--- src/rtl/bin2bcd_if.sv ---
// Handshake and data bundle between a bin2bcd_seq converter and its requester.
// The master drives start/bin_in. The slave returns status and the packed BCD result.
interface bin2bcd_if #(
    parameter int BIN_W  = 16,
    parameter int DIGITS = 5
);
    logic                  start;
    logic [BIN_W-1:0]      bin_in;
    logic                  busy;
    logic                  done;
    logic [4*DIGITS-1:0]   bcd_out;
    logic                  sign_out;
    logic                  overflow;

    modport master (
        output start, bin_in,
        input  busy, done, bcd_out, sign_out, overflow
    );

    modport slave (
        input  start, bin_in,
        output busy, done, bcd_out, sign_out, overflow
    );
endinterface

--- src/rtl/bin2bcd_seq.sv ---
// Sequential double-dabble binary-to-BCD converter, one add-3/shift iteration per clock.
// Supports an optional signed mode, where the output is magnitude plus sign, and sticky overflow detection.
module bin2bcd_seq #(
    parameter int BIN_W  = 16,
    parameter int DIGITS = 5,
    parameter int SIGNED = 0
) (
    input  logic       clk,
    input  logic       reset,
    bin2bcd_if.slave   bus
);
    localparam int BCD_W = 4 * DIGITS;
    localparam int SH_W  = BCD_W + BIN_W;
    localparam int CNT_W = $clog2(BIN_W + 1);

    typedef enum logic [1:0] {
        IDLE = 2'd0,
        CONV = 2'd1,
        DONE = 2'd2
    } state_t;

    state_t             state_r;
    logic [SH_W-1:0]    sh_r;
    logic [CNT_W-1:0]   cnt_r;
    logic               sign_r;
    logic               ovf_acc_r;
    logic               busy_r;
    logic               done_r;
    logic [BCD_W-1:0]   bcd_r;
    logic               sign_out_r;
    logic               ovf_out_r;

    logic [SH_W-1:0]    adj_s;
    logic [SH_W-1:0]    shifted_s;
    logic               carry_s;
    logic               last_s;

    // Every BCD digit above 4 gets +3. All digits are judged on their pre-shift value.
    function automatic logic [SH_W-1:0] add3_adjust(input logic [SH_W-1:0] v);
        logic [SH_W-1:0] r;
        r = v;
        for (int d = 0; d < DIGITS; d++) begin
            if (v[BIN_W + 4*d +: 4] > 4'd4) begin
                r[BIN_W + 4*d +: 4] = v[BIN_W + 4*d +: 4] + 4'd3;
            end else begin
                r[BIN_W + 4*d +: 4] = v[BIN_W + 4*d +: 4];
            end
        end
        return r;
    endfunction

    function automatic logic is_negative(input logic [BIN_W-1:0] v);
        return (SIGNED != 0) && v[BIN_W-1];
    endfunction

    // Unsigned BIN_W-bit result, so the most negative operand maps exactly to 2^(BIN_W-1).
    function automatic logic [BIN_W-1:0] magnitude(input logic [BIN_W-1:0] v);
        if (is_negative(v)) begin
            return (~v) + {{(BIN_W-1){1'b0}}, 1'b1};
        end else begin
            return v;
        end
    endfunction

    // One double-dabble step: parallel adjust, then shift of the whole {bcd, bin} register.
    always_comb begin
        adj_s     = add3_adjust(sh_r);
        shifted_s = {adj_s[SH_W-2:0], 1'b0};
        carry_s   = adj_s[SH_W-1];
        last_s    = (cnt_r == CNT_W'(BIN_W - 1));
    end

    // Control FSM, iteration datapath and registered result outputs.
    always_ff @(posedge clk) begin
        if (reset) begin
            state_r    <= IDLE;
            sh_r       <= {SH_W{1'b0}};
            cnt_r      <= {CNT_W{1'b0}};
            sign_r     <= 1'b0;
            ovf_acc_r  <= 1'b0;
            busy_r     <= 1'b0;
            done_r     <= 1'b0;
            bcd_r      <= {BCD_W{1'b0}};
            sign_out_r <= 1'b0;
            ovf_out_r  <= 1'b0;
        end else begin
            case (state_r)
                IDLE: begin
                    done_r <= 1'b0;
                    if (bus.start) begin
                        sh_r      <= {{BCD_W{1'b0}}, magnitude(bus.bin_in)};
                        sign_r    <= is_negative(bus.bin_in);
                        cnt_r     <= {CNT_W{1'b0}};
                        ovf_acc_r <= 1'b0;
                        busy_r    <= 1'b1;
                        state_r   <= CONV;
                    end else begin
                        busy_r    <= 1'b0;
                        state_r   <= IDLE;
                    end
                end
                CONV: begin
                    sh_r      <= shifted_s;
                    // A digit carry falling off the top means the value needs more than DIGITS digits.
                    ovf_acc_r <= ovf_acc_r | carry_s;
                    cnt_r     <= cnt_r + CNT_W'(1);
                    if (last_s) begin
                        state_r <= DONE;
                    end else begin
                        state_r <= CONV;
                    end
                end
                DONE: begin
                    bcd_r      <= sh_r[SH_W-1:BIN_W];
                    sign_out_r <= sign_r;
                    ovf_out_r  <= ovf_acc_r;
                    done_r     <= 1'b1;
                    busy_r     <= 1'b0;
                    state_r    <= IDLE;
                end
                default: begin
                    busy_r  <= 1'b0;
                    done_r  <= 1'b0;
                    state_r <= IDLE;
                end
            endcase
        end
    end

    assign bus.busy     = busy_r;
    assign bus.done     = done_r;
    assign bus.bcd_out  = bcd_r;
    assign bus.sign_out = sign_out_r;
    assign bus.overflow = ovf_out_r;
endmodule

--- src/flat_wrapper.sv ---
// flat-port wrapper written by rule: the top's interface ports become plain ports
module bin2bcd_seq_flat 
#(
    parameter int BIN_W  = 16,
    parameter int DIGITS = 5,
    parameter int SIGNED = 0
)
  (clk, reset, bus_start, bus_bin_in, bus_busy, bus_done, bus_bcd_out, bus_sign_out, bus_overflow);
  bin2bcd_if #(.BIN_W(BIN_W), .DIGITS(DIGITS)) bus_i ();
  input  logic clk;
  input  logic reset;
  input wire logic [$bits(bus_i.start)-1:0] bus_start;
  input wire logic [$bits(bus_i.bin_in)-1:0] bus_bin_in;
  output wire logic [$bits(bus_i.busy)-1:0] bus_busy;
  output wire logic [$bits(bus_i.done)-1:0] bus_done;
  output wire logic [$bits(bus_i.bcd_out)-1:0] bus_bcd_out;
  output wire logic [$bits(bus_i.sign_out)-1:0] bus_sign_out;
  output wire logic [$bits(bus_i.overflow)-1:0] bus_overflow;
  assign bus_i.start = bus_start;
  assign bus_i.bin_in = bus_bin_in;
  assign bus_busy = bus_i.busy;
  assign bus_done = bus_i.done;
  assign bus_bcd_out = bus_i.bcd_out;
  assign bus_sign_out = bus_i.sign_out;
  assign bus_overflow = bus_i.overflow;
  bin2bcd_seq #(.BIN_W(BIN_W), .DIGITS(DIGITS), .SIGNED(SIGNED)) u_core (.clk(clk), .reset(reset), .bus(bus_i));
endmodule
--- config.mk ---
export PLATFORM = sky130hd
export DESIGN_NAME = bin2bcd_seq_flat
export DESIGN_NICKNAME = d
export VERILOG_FILES = /design/src/rtl/bin2bcd_if.sv /design/src/rtl/bin2bcd_seq.sv /design/src/flat_wrapper.sv
export SDC_FILE = /design/constraint.sdc
export NUM_CORES = 1
export LEC_CHECK = 0
export CAP_MARGIN = 20
export CELL_PAD_IN_SITES_DETAIL_PLACEMENT = 1
export CELL_PAD_IN_SITES_GLOBAL_PLACEMENT = 1
export CORE_MARGIN = 3
export CORE_UTILIZATION = 43
export CTS_CLUSTER_DIAMETER = 30
export DETAILED_ROUTE_END_ITERATION = 16
export GPL_ROUTABILITY_DRIVEN = 0
export PLACE_DENSITY = 0.87
export SYNTH_ARGS = -nofsm -noshare
export SYNTH_HDL_FRONTEND = slang
export SYNTH_SLANG_ARGS = --single-unit
export TNS_END_PERCENT = 100
--- constraint.sdc ---
create_clock -name clk -period 4 [get_ports clk]
set_input_delay 1.2 -clock clk [delete_from_list [all_inputs] [get_ports clk]]
set_output_delay 1.2 -clock clk [all_outputs]
set_load 0.03 [all_outputs]
* Word-level counts from Yosys, hierarchy flattened *
Index checks and enable logic that the tools add are counted.
Widths: inputs -> output; s select.

word-level totals
  register bits after elaboration = 67
  output and inout bits = 24

operators by class
  $add $sub $neg = 6
  magnitude comparators = 5
  equal/unequal tests = 4
  multiplexer cells = 17
  bitwise operators = 1
  reductions and logical operators = 3

operator list
  operator             count
  $pmux 36 s2          1
  $mux 36              1
  $add 4x2->4 const B  5
  $gt 4x3->1 const B   5
  $mux 4               5
  $pmux 5 s2           1
  $pmux 1 s2           3
  $add 5x1->5 const B  1
  $eq 5x4->1 const B   1
  $mux 5               1
  $pmux 2 s2           1
  $mux 1               3
  $eq 2x1->1 const B   1
  $eq 2x2->1 const B   1
  $logic_not 2->1      1
  $mux 2               1
  $ne 2x2->1 const B   1
  $reduce_and 2->1     1
  $reduce_bool 2->1    1
  $or 1x1->1           1

* Logic depth before layout (Yosys ltp) *
  depth in word-level cells = 4
  mapped depth = 5

* Worst setup path before layout *
No wires, ideal clock.

  kind = in2reg
  from = input bus_start
  to = register u_core.cnt_r[3]
  arrival time = 1.926 ns
  path slack = 1.941 ns
  cell stages on the path = 4
  path buffers = 1
  cell sequence = or3b_2 > clkbuf_1 > o211ai_1 > a21oi_1

on the way
  longest elaborated chain between the ends = 2

ends and longest elaborated chain
  element                     RTL line            text
  start: declaration          flat_wrapper.sv:12  input wire logic [$bits(bus_i.start)-1:0] bus_start;
  $ne 2x2->1 (no line)        n/a
  $reduce_and 2->1 (no line)  n/a
  end signal: assignment      bin2bcd_seq.sv:78   cnt_r <= {CNT_W{1'b0}};
  end signal: assignment      bin2bcd_seq.sv:93   cnt_r <= {CNT_W{1'b0}};
  end signal: assignment      bin2bcd_seq.sv:106  cnt_r <= cnt_r + CNT_W'(1);
  end: declaration            bin2bcd_seq.sv:24   logic [CNT_W-1:0] cnt_r;

Every way passes these cells.
A chain may end at the register's enable or synchronous reset.

* Worst setup path after layout *
  from = input bus_start
  to = register u_core.sh_r[26]

on the way
  longest elaborated chain between the ends = 2

ends and longest elaborated chain
  element                     RTL line            text
  $ne 2x2->1 (no line)        n/a
  $reduce_and 2->1 (no line)  n/a
  end signal: assignment      bin2bcd_seq.sv:77   sh_r <= {SH_W{1'b0}};
  end signal: assignment      bin2bcd_seq.sv:91   sh_r <= {{BCD_W{1'b0}}, magnitude(bus.bin_in)};
  end signal: assignment      bin2bcd_seq.sv:103  sh_r <= shifted_s;
  end: declaration            bin2bcd_seq.sv:23   logic [SH_W-1:0] sh_r;

Every way passes these cells.

==> implementation parameters <==
Parameter                              Value

Status
  Result of the run ... finished clean

Route
  DRC marker count from the first detailed-route iteration ... 127
  Wire length reported by the detailed router ... 7270 um
  DRC violations left ... 0
  DRT antenna net count ... 0
  Per-cell routed wire length ... 15.9 um
  Vias post-DR ... 2607
  Number of detailed-routing iterations run before antenna repair ... 4
  Vias per std cell ... 5.72

Critical path
  Nature of the critical path startpoint ... input pin
  Type of the worst setup path ... input pin to flip-flop
  Crit path max-delay cell type ... sky130_fd_sc_hd__nor2_1
  Critical R2R Launch ... u_core.state_r[0]
  Data arrival time at the worst-slack endpoint ... 2.89 ns
  Worst path max stage delay ... 0.65 ns
  Crit. End Element ... flip-flop
  CP Max Fanout ... 20
  Chain of cells forming the critical path ... clkdlybuf4s50_1, o21ba_2, nor2_1, a32o_1
  Critical Path Start ... bus_start
  Worst path top cell family by delay ... simple AND/OR/NAND/NOR gates
  Crit path required time ... 4.28 ns
  Buffers and inverters on the worst path ... 1

Synthesis
  Flops & latches, synth ... 67
  Number of nets in the synthesized netlist ... 370
  Part of the Yosys area used for sequential elements ... 46.6%
  Gate count of the mapped netlist ... 344
  Cell Area, Synth ... 2880 um2
  Count of cell types in the netlist ... 36
  Number of synthesis warnings ... 0
  Syn Area/Cell ... 8.37 um2

STA
  Post-layout min period ... 2.61 ns
  Share of the clock period used by the worst path after layout ... 65.3%
  Total count of max-transition violations in the final report ... 0
  Transition time at the pin with the least slew margin ... 0.845 ns
  Hold slack final ... 0.452 ns
  Setup repair after global routing missed its margin ... no
  Total negative slack for setup checks ... 0 ns
  Slew margin rel. ... 43.6%
  Final setup fails ... 0
  Number of hold violations in the final report ... 0
  Fin worst setup slack ... 1.39 ns
  Peak clock frequency supported by timing ... 383 MHz
  Worst setup skew after layout ... 0.00700 ns

CTS
  Inserted Clock Buffers ... 9
  Number of hold-repair buffers added at the cts stage ... 0
  Worst-Skew Late Latency ... 0.34 ns
  CTS tree ... built
  Post-CTS setup-driven buffer insertion count ... 0
  Post-cts repair resize count ... 0
  Root Buffer Master ... sky130_fd_sc_hd__clkbuf_8
  CTS max path bufs ... 2
  H-tree lvl count ... 3
  Register clock-pin slew on the reported worst setup and hold paths ... 0.07 ns
  Clock Sinks ... 67

Cells and area
  Final antenna diode count ... 0
  Filler cell count in the final layout ... 771
  Combined area of the multi-input logic cells ... 1380 um2
  Final cell area excluding filler cells ... 3470 um2
  Final net count ... 401
  Leading cell type in the layout, fill and taps excluded ... sky130_fd_sc_hd__nand2_1
  Util after Layout ... 54.0%
  Top library cells by usage in the layout, fill and taps aside ... 73 x sky130_fd_sc_hd__nand2_1, 67 x sky130_fd_sc_hd__dfxtp_1, 40 x sky130_fd_sc_hd__clkdlybuf4s50_1
  Sequential standard cell area ... 1340 um2
  Area delta synth->final ... 20.6%
  Share of layout cells above drive strength 1 ... 6.07%

Placed design
  Pre-CTS worst setup slack ... 1.05 ns
  Count of port buffers added during placement ... 41
  Detailed-placement wirelength estimate ... 4890 um
  Area after detailed placement ... 3280 um2

Global routing
  Initial antenna violation count ... 0
  Global-route wire length before repair ... 12200 um
  Global router's overall resource usage ... 20.1%
  Number of global-route vias before repair ... 2560
  Overall overflow remaining after global route ... 0
  Pin count of the biggest net entering global routing ... 49

Worst hold path
  Tightest Hold Check Type ... flip-flop to flip-flop
  Startpoint of the tightest hold check path ... u_core.bus.bcd_out[8]

Power and ir drop
  Pleak ... 1.17 nW
  Maximum VDD drop ... 0.185 mV
  Power Density ... 390 nW/um2

Floorplanning
  Boundary Pins ... 43
  Row Count ... 29
  DIE WIDTH ... 87.8 um
  Die Footprint ... 7710 um2
  Vert. Die Dim ... 87.8 um
  Starting density of the core ... 44.8%
  Placeable core area ... 6420 um2

Flow run
  # Max-Cap Violations ... 0
-- layout make-up --
cell class	instances	share of cell area [%]
clock buffer	13	4.58
clock inverter	2	1.01
inverter	11	1.19
multi-input combinational	243	39.7
sequential	67	38.6
tap	77	2.78
timing repair buffer	43	12.1
-- flip-flops by register name (all words and copies together) (netlist names) --
name	count
u_core.bus.overflow	1
u_core.bus.bcd_out	20
u_core.bus.done	1
u_core.bus.busy	1
u_core.sh_r	36
u_core.ovf_acc_r	1
u_core.state_r	2
u_core.cnt_r	5
-- path summary, 6_finish.rpt --
check             slack, ns  cells past startpoint               endpoint
hold / removal         0.45                      2  u_core.bus.bcd_out[8]
setup / recovery       1.39                      4        u_core.sh_r[26]
setup reg to reg       2.05                      3         u_core.sh_r[8]
hold reg to reg        0.45                      2  u_core.bus.bcd_out[8]
-- per-stage QoR --
stage / instances / power, mW
6_report: 456 / 1.35
5_1_grt: 456 / 1.42
4_1_cts: 456 / 1.36
3_5_place_dp: 441 / 0.810
3_3_place_gp: 441 / 0.804
2_1_floorplan: 344 / 0.774
-- tightest hold or removal path, stage by stage, from the launching register on --
cell	delay, ns
sky130_fd_sc_hd__dfxtp_1	0.31
sky130_fd_sc_hd__nand2_1	0.05
sky130_fd_sc_hd__a21oi_1	0.05
-- layer usage --
metal / vias to the layer above / GRT usage, % / share of wire [%]
met2: 49 / 34.4 / 50
met1: 1268 / 25.1 / 45
met4: 0 / 8.37 / 1.5
li1: 1279 / - / -
met3: 11 / 3.39 / 3.8
met5: - / 0 / 0
-- power by group --
part / leakage, nW / internal (mW) / switching (mW)
logic: 0.525 / 0.0378 / 0.0596
registers: 0.544 / 0.683 / 0.0123
clock network: 0.0995 / 0.318 / 0.244
-- cells in the mapped netlist --
library cell	instances	area share [%]
sky130_fd_sc_hd__nor3b_2	1	0.43
sky130_fd_sc_hd__nor2_1	15	2.0
sky130_fd_sc_hd__a311oi_2	1	0.52
sky130_fd_sc_hd__and3_1	1	0.22
sky130_fd_sc_hd__and2b_2	1	0.30
sky130_fd_sc_hd__nor2b_1	7	1.5
sky130_fd_sc_hd__inv_1	11	1.4
sky130_fd_sc_hd__ha_1	7	3.0
sky130_fd_sc_hd__conb_1	1	0.13
sky130_fd_sc_hd__dfxtp_1	67	47
sky130_fd_sc_hd__a31oi_1	5	1.1
sky130_fd_sc_hd__o21ba_2	1	0.35
sky130_fd_sc_hd__nand2b_4	1	0.48
sky130_fd_sc_hd__mux2i_1	1	0.35
sky130_fd_sc_hd__or3b_2	1	0.30
sky130_fd_sc_hd__a211oi_1	1	0.26
sky130_fd_sc_hd__nor4b_1	5	1.5
sky130_fd_sc_hd__or3_1	11	2.4
sky130_fd_sc_hd__o211ai_1	1	0.26
sky130_fd_sc_hd__o21bai_2	1	0.39
sky130_fd_sc_hd__nand2_1	73	9.5
sky130_fd_sc_hd__buf_4	3	0.78
sky130_fd_sc_hd__o21ai_0	21	3.7
sky130_fd_sc_hd__nand3_1	14	2.4
sky130_fd_sc_hd__buf_6	1	0.39
sky130_fd_sc_hd__buf_2	11	1.9
sky130_fd_sc_hd__and2_1	1	0.22
sky130_fd_sc_hd__a32o_1	10	3.5
sky130_fd_sc_hd__o21a_1	1	0.26
sky130_fd_sc_hd__clkbuf_1	7	0.91
sky130_fd_sc_hd__a311oi_1	8	2.4
sky130_fd_sc_hd__a21oi_1	39	6.8
sky130_fd_sc_hd__buf_1	1	0.13
sky130_fd_sc_hd__nand2b_1	2	0.43
sky130_fd_sc_hd__or4_1	5	1.3
sky130_fd_sc_hd__a22oi_1	7	1.8
-- cell families after synthesis --
kind of cell | after synthesis | synth area share (%)
buf+inv | 34 | 5.56
compound gates | 96 | 21.3
other cells | 1 | 0.130
fa+ha+maj | 7 | 3.04
simple gates | 138 | 23.0
mux | 1 | 0.348
flops | 67 | 46.6
Note: power is estimated with default switching activity, not from simulation.
